<file path="src/rtl/ps2_pkg.sv">
// ps2_pkg -- shared definitions for the PS/2 host-side blocks.
//   ps2TxState_t : host transmit FSM states
//   usToCycles   : microseconds -> system clock cycles (integer MHz scaling)
//   oddParity    : PS/2 parity bit for a data byte
//   FRAME_CLOCKS : device clocks per host-to-device frame
package ps2_pkg;

  localparam int unsigned FRAME_CLOCKS = 11;
  localparam logic        ODD_PARITY   = 1'b1;

  typedef enum logic [2:0] {
    IDLE     = 3'd0,
    INHIBIT  = 3'd1,
    REQ      = 3'd2,
    DATA     = 3'd3,
    PARITY   = 3'd4,
    STOP     = 3'd5,
    ACK      = 3'd6,
    WAITIDLE = 3'd7
  } ps2TxState_t;

  // Scale by whole MHz first so the result matches the legacy integer maths.
  function automatic int unsigned usToCycles(input int unsigned clkHz,
                                             input int unsigned us);
    return (clkHz / 1000000) * us;
  endfunction

  function automatic logic oddParity(input logic [7:0] d);
    return (^d) ^ ODD_PARITY;
  endfunction

endpackage

</file>
<file path="src/rtl/ps2_sync_edge.sv">
// ps2_sync_edge -- 2-FF synchroniser for the PS/2 clock and data lines plus a
// falling-edge detector on the synchronised clock. Flops reset to the idle-high
// line level so reset never produces a spurious edge.
//   clk, rstN : system clock, async active-low reset
//   clkIn     : raw PS/2 clock line
//   dataIn    : raw PS/2 data line
//   clkSync   : synchronised clock line
//   dataSync  : synchronised data line
//   fallEdge  : one-cycle pulse on a clkSync 1->0 transition
module ps2_sync_edge (
  input  logic clk,
  input  logic rstN,
  input  logic clkIn,
  input  logic dataIn,
  output logic clkSync,
  output logic dataSync,
  output logic fallEdge
);

  logic [1:0] clkFf;
  logic [1:0] dataFf;
  logic       clkPrev;

  always_ff @(posedge clk or negedge rstN) begin
    if (!rstN) begin
      clkFf   <= '1;
      dataFf  <= '1;
      clkPrev <= 1'b1;
    end else begin
      clkFf   <= {clkFf[0], clkIn};
      dataFf  <= {dataFf[0], dataIn};
      clkPrev <= clkFf[1];
    end
  end

  assign clkSync  = clkFf[1];
  assign dataSync = dataFf[1];
  assign fallEdge = clkPrev & ~clkFf[1];

endmodule

</file>
<file path="src/rtl/ps2_host_tx.sv">
// ps2_host_tx -- PS/2 host-to-device command transmitter (open-drain lines).
// Inhibits the device clock, issues request-to-send, then shifts start, 8 data
// bits LSB first, odd parity and stop on device clock falling edges, samples
// the device ACK and waits for both lines to return idle.
//   clk, rstN            : system clock, async active-low reset
//   txData, txValid      : command byte and request (accepted when txReady)
//   txReady              : high only while idle
//   txDone, txError      : end-of-frame pulse; error = no ACK or timeout
//   kbdClkIn, kbdDataIn  : raw PS/2 line levels
//   kbdClkOe, kbdDataOe  : 1 = pull the line low, 0 = release
// Optional macro PS2_TX_TIMEOUT_EN adds a watchdog on device clock activity.
module ps2_host_tx
  import ps2_pkg::*;
#(
  parameter int unsigned CLK_FREQ_HZ = 50000000,
  parameter int unsigned INHIBIT_US  = 100,
  parameter int unsigned TIMEOUT_US  = 15000
) (
  input  logic       clk,
  input  logic       rstN,
  input  logic [7:0] txData,
  input  logic       txValid,
  output logic       txReady,
  output logic       txDone,
  output logic       txError,
  input  logic       kbdClkIn,
  input  logic       kbdDataIn,
  output logic       kbdClkOe,
  output logic       kbdDataOe
);

  localparam int unsigned INHIBIT_CYC = usToCycles(CLK_FREQ_HZ, INHIBIT_US);
  localparam int unsigned INH_W       = $clog2(INHIBIT_CYC + 1);
  localparam logic [INH_W-1:0] INH_LAST = INH_W'(INHIBIT_CYC - 1);

  ps2TxState_t      state;
  logic [7:0]       txByte;
  logic             parityBit;
  logic [2:0]       bitIdx;
  logic [INH_W-1:0] inhCnt;
  logic             ackErr;

  logic clkSync;
  logic dataSync;
  logic fallEdge;
  logic linesIdle;
  logic wdTimeout;

  ps2_sync_edge uSync (
    .clk      (clk),
    .rstN     (rstN),
    .clkIn    (kbdClkIn),
    .dataIn   (kbdDataIn),
    .clkSync  (clkSync),
    .dataSync (dataSync),
    .fallEdge (fallEdge)
  );

  assign linesIdle = clkSync & dataSync;

`ifdef PS2_TX_TIMEOUT_EN
  localparam int unsigned TIMEOUT_CYC = usToCycles(CLK_FREQ_HZ, TIMEOUT_US);
  localparam int unsigned WD_W        = $clog2(TIMEOUT_CYC + 1);
  localparam logic [WD_W-1:0] WD_LAST = WD_W'(TIMEOUT_CYC - 1);

  logic [WD_W-1:0] wdCnt;
  logic            wdActive;
  logic            wdProgress;

  // Watchdog runs from REQ through WAITIDLE; any device clock edge (or idle
  // lines while waiting to finish) counts as progress.
  assign wdActive   = (state != IDLE) && (state != INHIBIT);
  assign wdProgress = fallEdge || ((state == WAITIDLE) && linesIdle);
  assign wdTimeout  = wdActive && !wdProgress && (wdCnt == WD_LAST);

  always_ff @(posedge clk or negedge rstN) begin
    if (!rstN) begin
      wdCnt <= '0;
    end else if (!wdActive || wdProgress || wdTimeout) begin
      wdCnt <= '0;
    end else begin
      wdCnt <= wdCnt + 1'b1;
    end
  end
`else
  assign wdTimeout = 1'b0;
`endif

  always_ff @(posedge clk or negedge rstN) begin
    if (!rstN) begin
      state     <= IDLE;
      txByte    <= '0;
      parityBit <= 1'b0;
      bitIdx    <= '0;
      inhCnt    <= '0;
      ackErr    <= 1'b0;
      txDone    <= 1'b0;
      txError   <= 1'b0;
    end else begin
      txDone <= 1'b0;
      if (wdTimeout) begin
        state   <= IDLE;
        txDone  <= 1'b1;
        txError <= 1'b1;
      end else begin
        case (state)
          IDLE: begin
            if (txValid) begin
              txByte    <= txData;
              parityBit <= oddParity(txData);
              inhCnt    <= '0;
              state     <= INHIBIT;
            end
          end
          INHIBIT: begin
            if (inhCnt == INH_LAST) begin
              state <= REQ;
            end else begin
              inhCnt <= inhCnt + 1'b1;
            end
          end
          REQ: begin
            if (fallEdge) begin
              bitIdx <= '0;
              state  <= DATA;
            end
          end
          DATA: begin
            if (fallEdge) begin
              if (bitIdx == 3'd7) begin
                state <= PARITY;
              end else begin
                bitIdx <= bitIdx + 1'b1;
              end
            end
          end
          PARITY: begin
            if (fallEdge) state <= STOP;
          end
          STOP: begin
            if (fallEdge) state <= ACK;
          end
          ACK: begin
            if (fallEdge) begin
              ackErr <= dataSync;
              state  <= WAITIDLE;
            end
          end
          WAITIDLE: begin
            if (linesIdle) begin
              txDone  <= 1'b1;
              txError <= ackErr;
              state   <= IDLE;
            end
          end
          default: state <= IDLE;
        endcase
      end
    end
  end

  // Line drives decode straight from registered state so reset releases the
  // lines asynchronously and data only moves on the cycle after a fallEdge.
  always_comb begin
    kbdClkOe  = 1'b0;
    kbdDataOe = 1'b0;
    case (state)
      INHIBIT: begin
        kbdClkOe  = 1'b1;
        kbdDataOe = (inhCnt == INH_LAST);
      end
      REQ:     kbdDataOe = 1'b1;
      DATA:    kbdDataOe = ~txByte[bitIdx];
      PARITY:  kbdDataOe = ~parityBit;
      default: kbdDataOe = 1'b0;
    endcase
  end

  assign txReady = (state == IDLE);

endmodule

</file>
<file path="config.mk">
export PLATFORM = sky130hd
export DESIGN_NAME = ps2_host_tx
export DESIGN_NICKNAME = d
export VERILOG_FILES = /design/src/rtl/ps2_pkg.sv /design/src/rtl/ps2_sync_edge.sv /design/src/rtl/ps2_host_tx.sv
export SDC_FILE = /design/constraint.sdc
export NUM_CORES = 1
export LEC_CHECK = 0
export CAP_MARGIN = 20
export CORE_UTILIZATION = 35
export DETAILED_ROUTE_END_ITERATION = 7
export DONT_BUFFER_PORTS = 1
export GPL_ROUTABILITY_DRIVEN = 0
export SLEW_MARGIN = 0
export SYNTH_ARGS = -nofsm -noshare
export SYNTH_HDL_FRONTEND = slang
export SYNTH_SLANG_ARGS = --single-unit
</file>
<file path="constraint.sdc">
create_clock -name clk -period 2.8 [get_ports clk]
set_input_delay 0.56 -clock clk [delete_from_list [all_inputs] [get_ports clk]]
set_output_delay 0.56 -clock clk [all_outputs]
set_load 0.005 [all_outputs]
</file>
==> summary.md <==
| Metric | Value |
|---|---|
| Leak pwr | `0.855 nW` |
| Tcrit/Tclk final | `about 84%` |
| Initial core utilization | `37.1%` |
| Sequential area share after synthesis | `just over 50%` |
| DP HPWL | `2.39 mm` |
| Worst-margin pin slew | `roughly 0.5 ns` |
| CTS Root Cell | `clkbuf_8` |
| Vias in the first global route | `1191` |
| CP Launch Type | `register` |
| Sequential share of power | `~50%` |
| Final hold violation count | `0` |
| Most frequent cells in the layout | `nand2_1, dfrtp_1, nor2_1` |
| Syn_nets | `approximately 200` |
| Vias post-DR | `1243` |
| Port buffer count | `0` |
| Clock latency on the worst-skew pair | `0.28 ns` |
| Crit path capture type | `output port` |
| H-tree depth | `2` |
| Final wirelength | `3.29 mm` |
| Max stage delay on crit path | `approximately 0.54 ns` |
| CP required | `2.24 ns` |
| # DRC | `0` |
| CTS tree | `done` |
| Hold Crit Class | `primary input to async pin` |
| Net switching power | `0.542 mW` |
| Inserted Diodes | `0` |
| Final setup viols | `0` |
| Fillers | `510` |
| Post-layout net count | `197` |
| Net Sw Frac | `between 30 and 40%` |
| Clock Power Share | `26.3%` |
| First-pass GRT wire length | `roughly 5.7 mm` |
| Layout area overhead | `9.80%` |
| Area leader, netlist | `dfrtp_1` |
| Max-cap violation count | `0` |
| Fraction of registers with async set/reset | `100%` |
| Reg clk slew, reported paths | `0.07 ns` |
| Yosys warns | `0` |
| Worst path top cell family by delay | `simple AND/OR/NAND/NOR gates` |
| RSZ-0062 raised after global routing | `false` |
| Row cnt | `25` |
| Pwr/cell area | `861 nW/um2` |
| Cts bufs inserted | `5` |
| Worst EP arrival | `1.79 ns` |
| TritonRoute pass-1 iters | `4` |
| Multi-input logic area | `816 um2` |
| Post-layout util | `between 40% and 50%` |
| Status | `finished clean` |
| WL/cell | `~13 um` |
| Fin crit period | `2.35 ns` |
| Max-slew headroom | `66.6%` |
| P_int | `1.15 mW` |
| Final Max Tran Viols | `0` |
| Initial DRC Count | `49` |
| Dpl ws | `0.737 ns` |
| Seq cells post-synth | `36` |
| Post-CTS Setup Bufs | `0` |
| Post-synthesis cell type count | `43` |
| Largest net degree at the start of global routing | `32` |
| Register area | `roughly 900 um2` |
| Initial antenna violation count | `0` |
| Crit-path max FO | `13` |
| CP max stage cell | `dfrtp_1` |
| Mean Syn Cell Area | `9.98 um2` |
| Setup TNS | `0 ns` |
| Min Hold Slack | `0.0891 ns` |
| # clock sinks | `36` |
| Post-CTS resize count | `0` |
| Crit Path Category | `register to output port` |
| EDFF count, synth | `0` |
| Setup Skew | `0.00708 ns` |
| Die X | `73.5 um` |
| Routed vias/inst | `4.99` |
| Die Y | `73.5 um` |
| Total global-route track usage | `14.2%` |
| Mapped cell area | `1790 um2` |
| Die area | `between 5000 and 6000 um2` |
| Mapped Cells | `179` |
| Peak VDD IR | `between 0.0003 and 0.0004 V` |
| Prevailing post-synth register cell | `dfrtp_1` |
| Top Ports | `18` |
| Most common cell after layout, fill and taps aside | `nand2_1` |
| Layout cells sized above 1 | `11.0%` |
| Core box area | `4820 um2` |
| CTS max path bufs | `2` |
| Dominant cells by area after synthesis | `dfrtp_1, nand2_1, dfstp_2, xnor2_1, nor2_1` |
| Maximum clock frequency | `425 MHz` |
| Final ANT Viol Nets | `0` |
| Total grt overflow | `0` |
| Crit-path cells | `or3b_1 -> clkinv_8 -> nand2_4 -> o221ai_1` |
| Buf+Inv Stages, Crit Path | `1` |
| Power share of the combinational group | `23.3%` |
| Post-synth top area share | `between 40% and 50%` |
| Final setup margin | `approximately 0.45 ns` |
## final cells by class
type                    instances  share of cell area [%]
flip-flops and latches         36                    46.2
multi-input cells             134                    41.6
well taps                      67                    4.27
clock buffers                   6                    3.70
clock inverters                 2                    1.79
repair buffers                  2                    1.40
inverters                       2                    1.02
## cells by family after synthesis
| kind of cell | count (synthesis) | share of synthesized area [%] |
|---|---|---|
| buffers and inverters | 9 | 3.57 |
| muxes | 7 | 5.46 |
| and+or+nand+nor | 92 | 25.3 |
| adders and majority gates | 3 | 2.10 |
| xor gates and xnor gates | 12 | 5.88 |
| AOI/OAI and AO/OA | 20 | 6.93 |
| DFF | 36 | 50.8 |
## Yosys cell counts (2+ instances only)
cell type	n
clkbuf_1	3
and4_1	2
nor2b_1	2
o21ai_0	4
nand3b_1	2
o31ai_1	3
mux4_2	2
mux2i_1	3
a21oi_1	6
nand2_1	38
mux2_2	2
dfrtp_1	31
nor2_1	14
ha_1	3
dfstp_2	5
nand3_1	9
or4_1	3
nor3_1	6
or3_1	2
xnor2_1	9
buf_6	2
and3_1	2
and2_1	2
buf_2	2
nand4_1	2
xor2_1	3
## power groups by stage
stage	Sequential, mW	Combinational, mW	Clock (mW)
5_1_grt	0.881	0.459	0.484
2_1_floorplan	0.791	0.364	0
3_5_place_dp	0.861	0.384	0
4_1_cts	0.850	0.401	0.459
3_3_place_gp	0.853	0.388	0
6_report	0.850	0.393	0.445
## path summary, 6_finish.rpt
| check | depth (start not counted) | slack, ns | endpoint | startpoint |
|---|---|---|---|---|
| max in group asynchronous | 1 | 2.53 | txDone | rstN |
| worst min register to register | 0 | 0.36 | uSync.clkFf[1] | uSync.clkFf[0] |
| min in group clk | 0 | 0.27 | uSync.dataFf[0] | kbdDataIn |
| worst max register to register | 5 | 0.80 | inhCnt[8] | state[0] |
| worst min-delay path | 1 | 0.09 | txByte[5] | rstN |
| worst max-delay path | 4 | 0.45 | kbdDataOe | state[0] |
## repair_timing
action / in CTS / in global routing
hold endpoints to repair: 31 / 0
hold buffers: 1 / 0
endpoints found under the setup margin: 0 / 0
## state kept, by name, summed over array words and instances (netlist names)
signal,cells
bitIdx,3
txByte,8
txError,1
inhCnt,13
state,3
parityBit,1
uSync.dataFf,2
txDone,1
ackErr,1
uSync.clkPrev,1
uSync.clkFf,2
## worst reg2reg max path: stages (launching register included)
cell and delay [ns]:
dfrtp_1 0.54, or3b_1 0.54, clkinv_8 0.12, nand2_4 0.07
or4_1 0.50, a21oi_1 0.15
## per-stage QoR
stage | area (um2) | total power, mW | cells
2_1_floorplan | 1790 | 1.15 | 179
3_3_place_gp | 1830 | 1.24 | 240
3_5_place_dp | 1830 | 1.25 | 240
4_1_cts | 1960 | 1.71 | 249
5_1_grt | 1960 | 1.82 | 249
6_report | 1960 | 1.69 | 249
## layer usage
metal	up-vias	part of all wire, %	track usage [%]	routed length (um)
li1	625	-	-	-
met1	593	49	18.5	1630
met2	21	46	22.2	1510
met3	4	3.5	4.25	114
met4	0	1.3	5.77	42
met5	-	0	0	0
No activity file was read; power rests on OpenSTA's default activity.
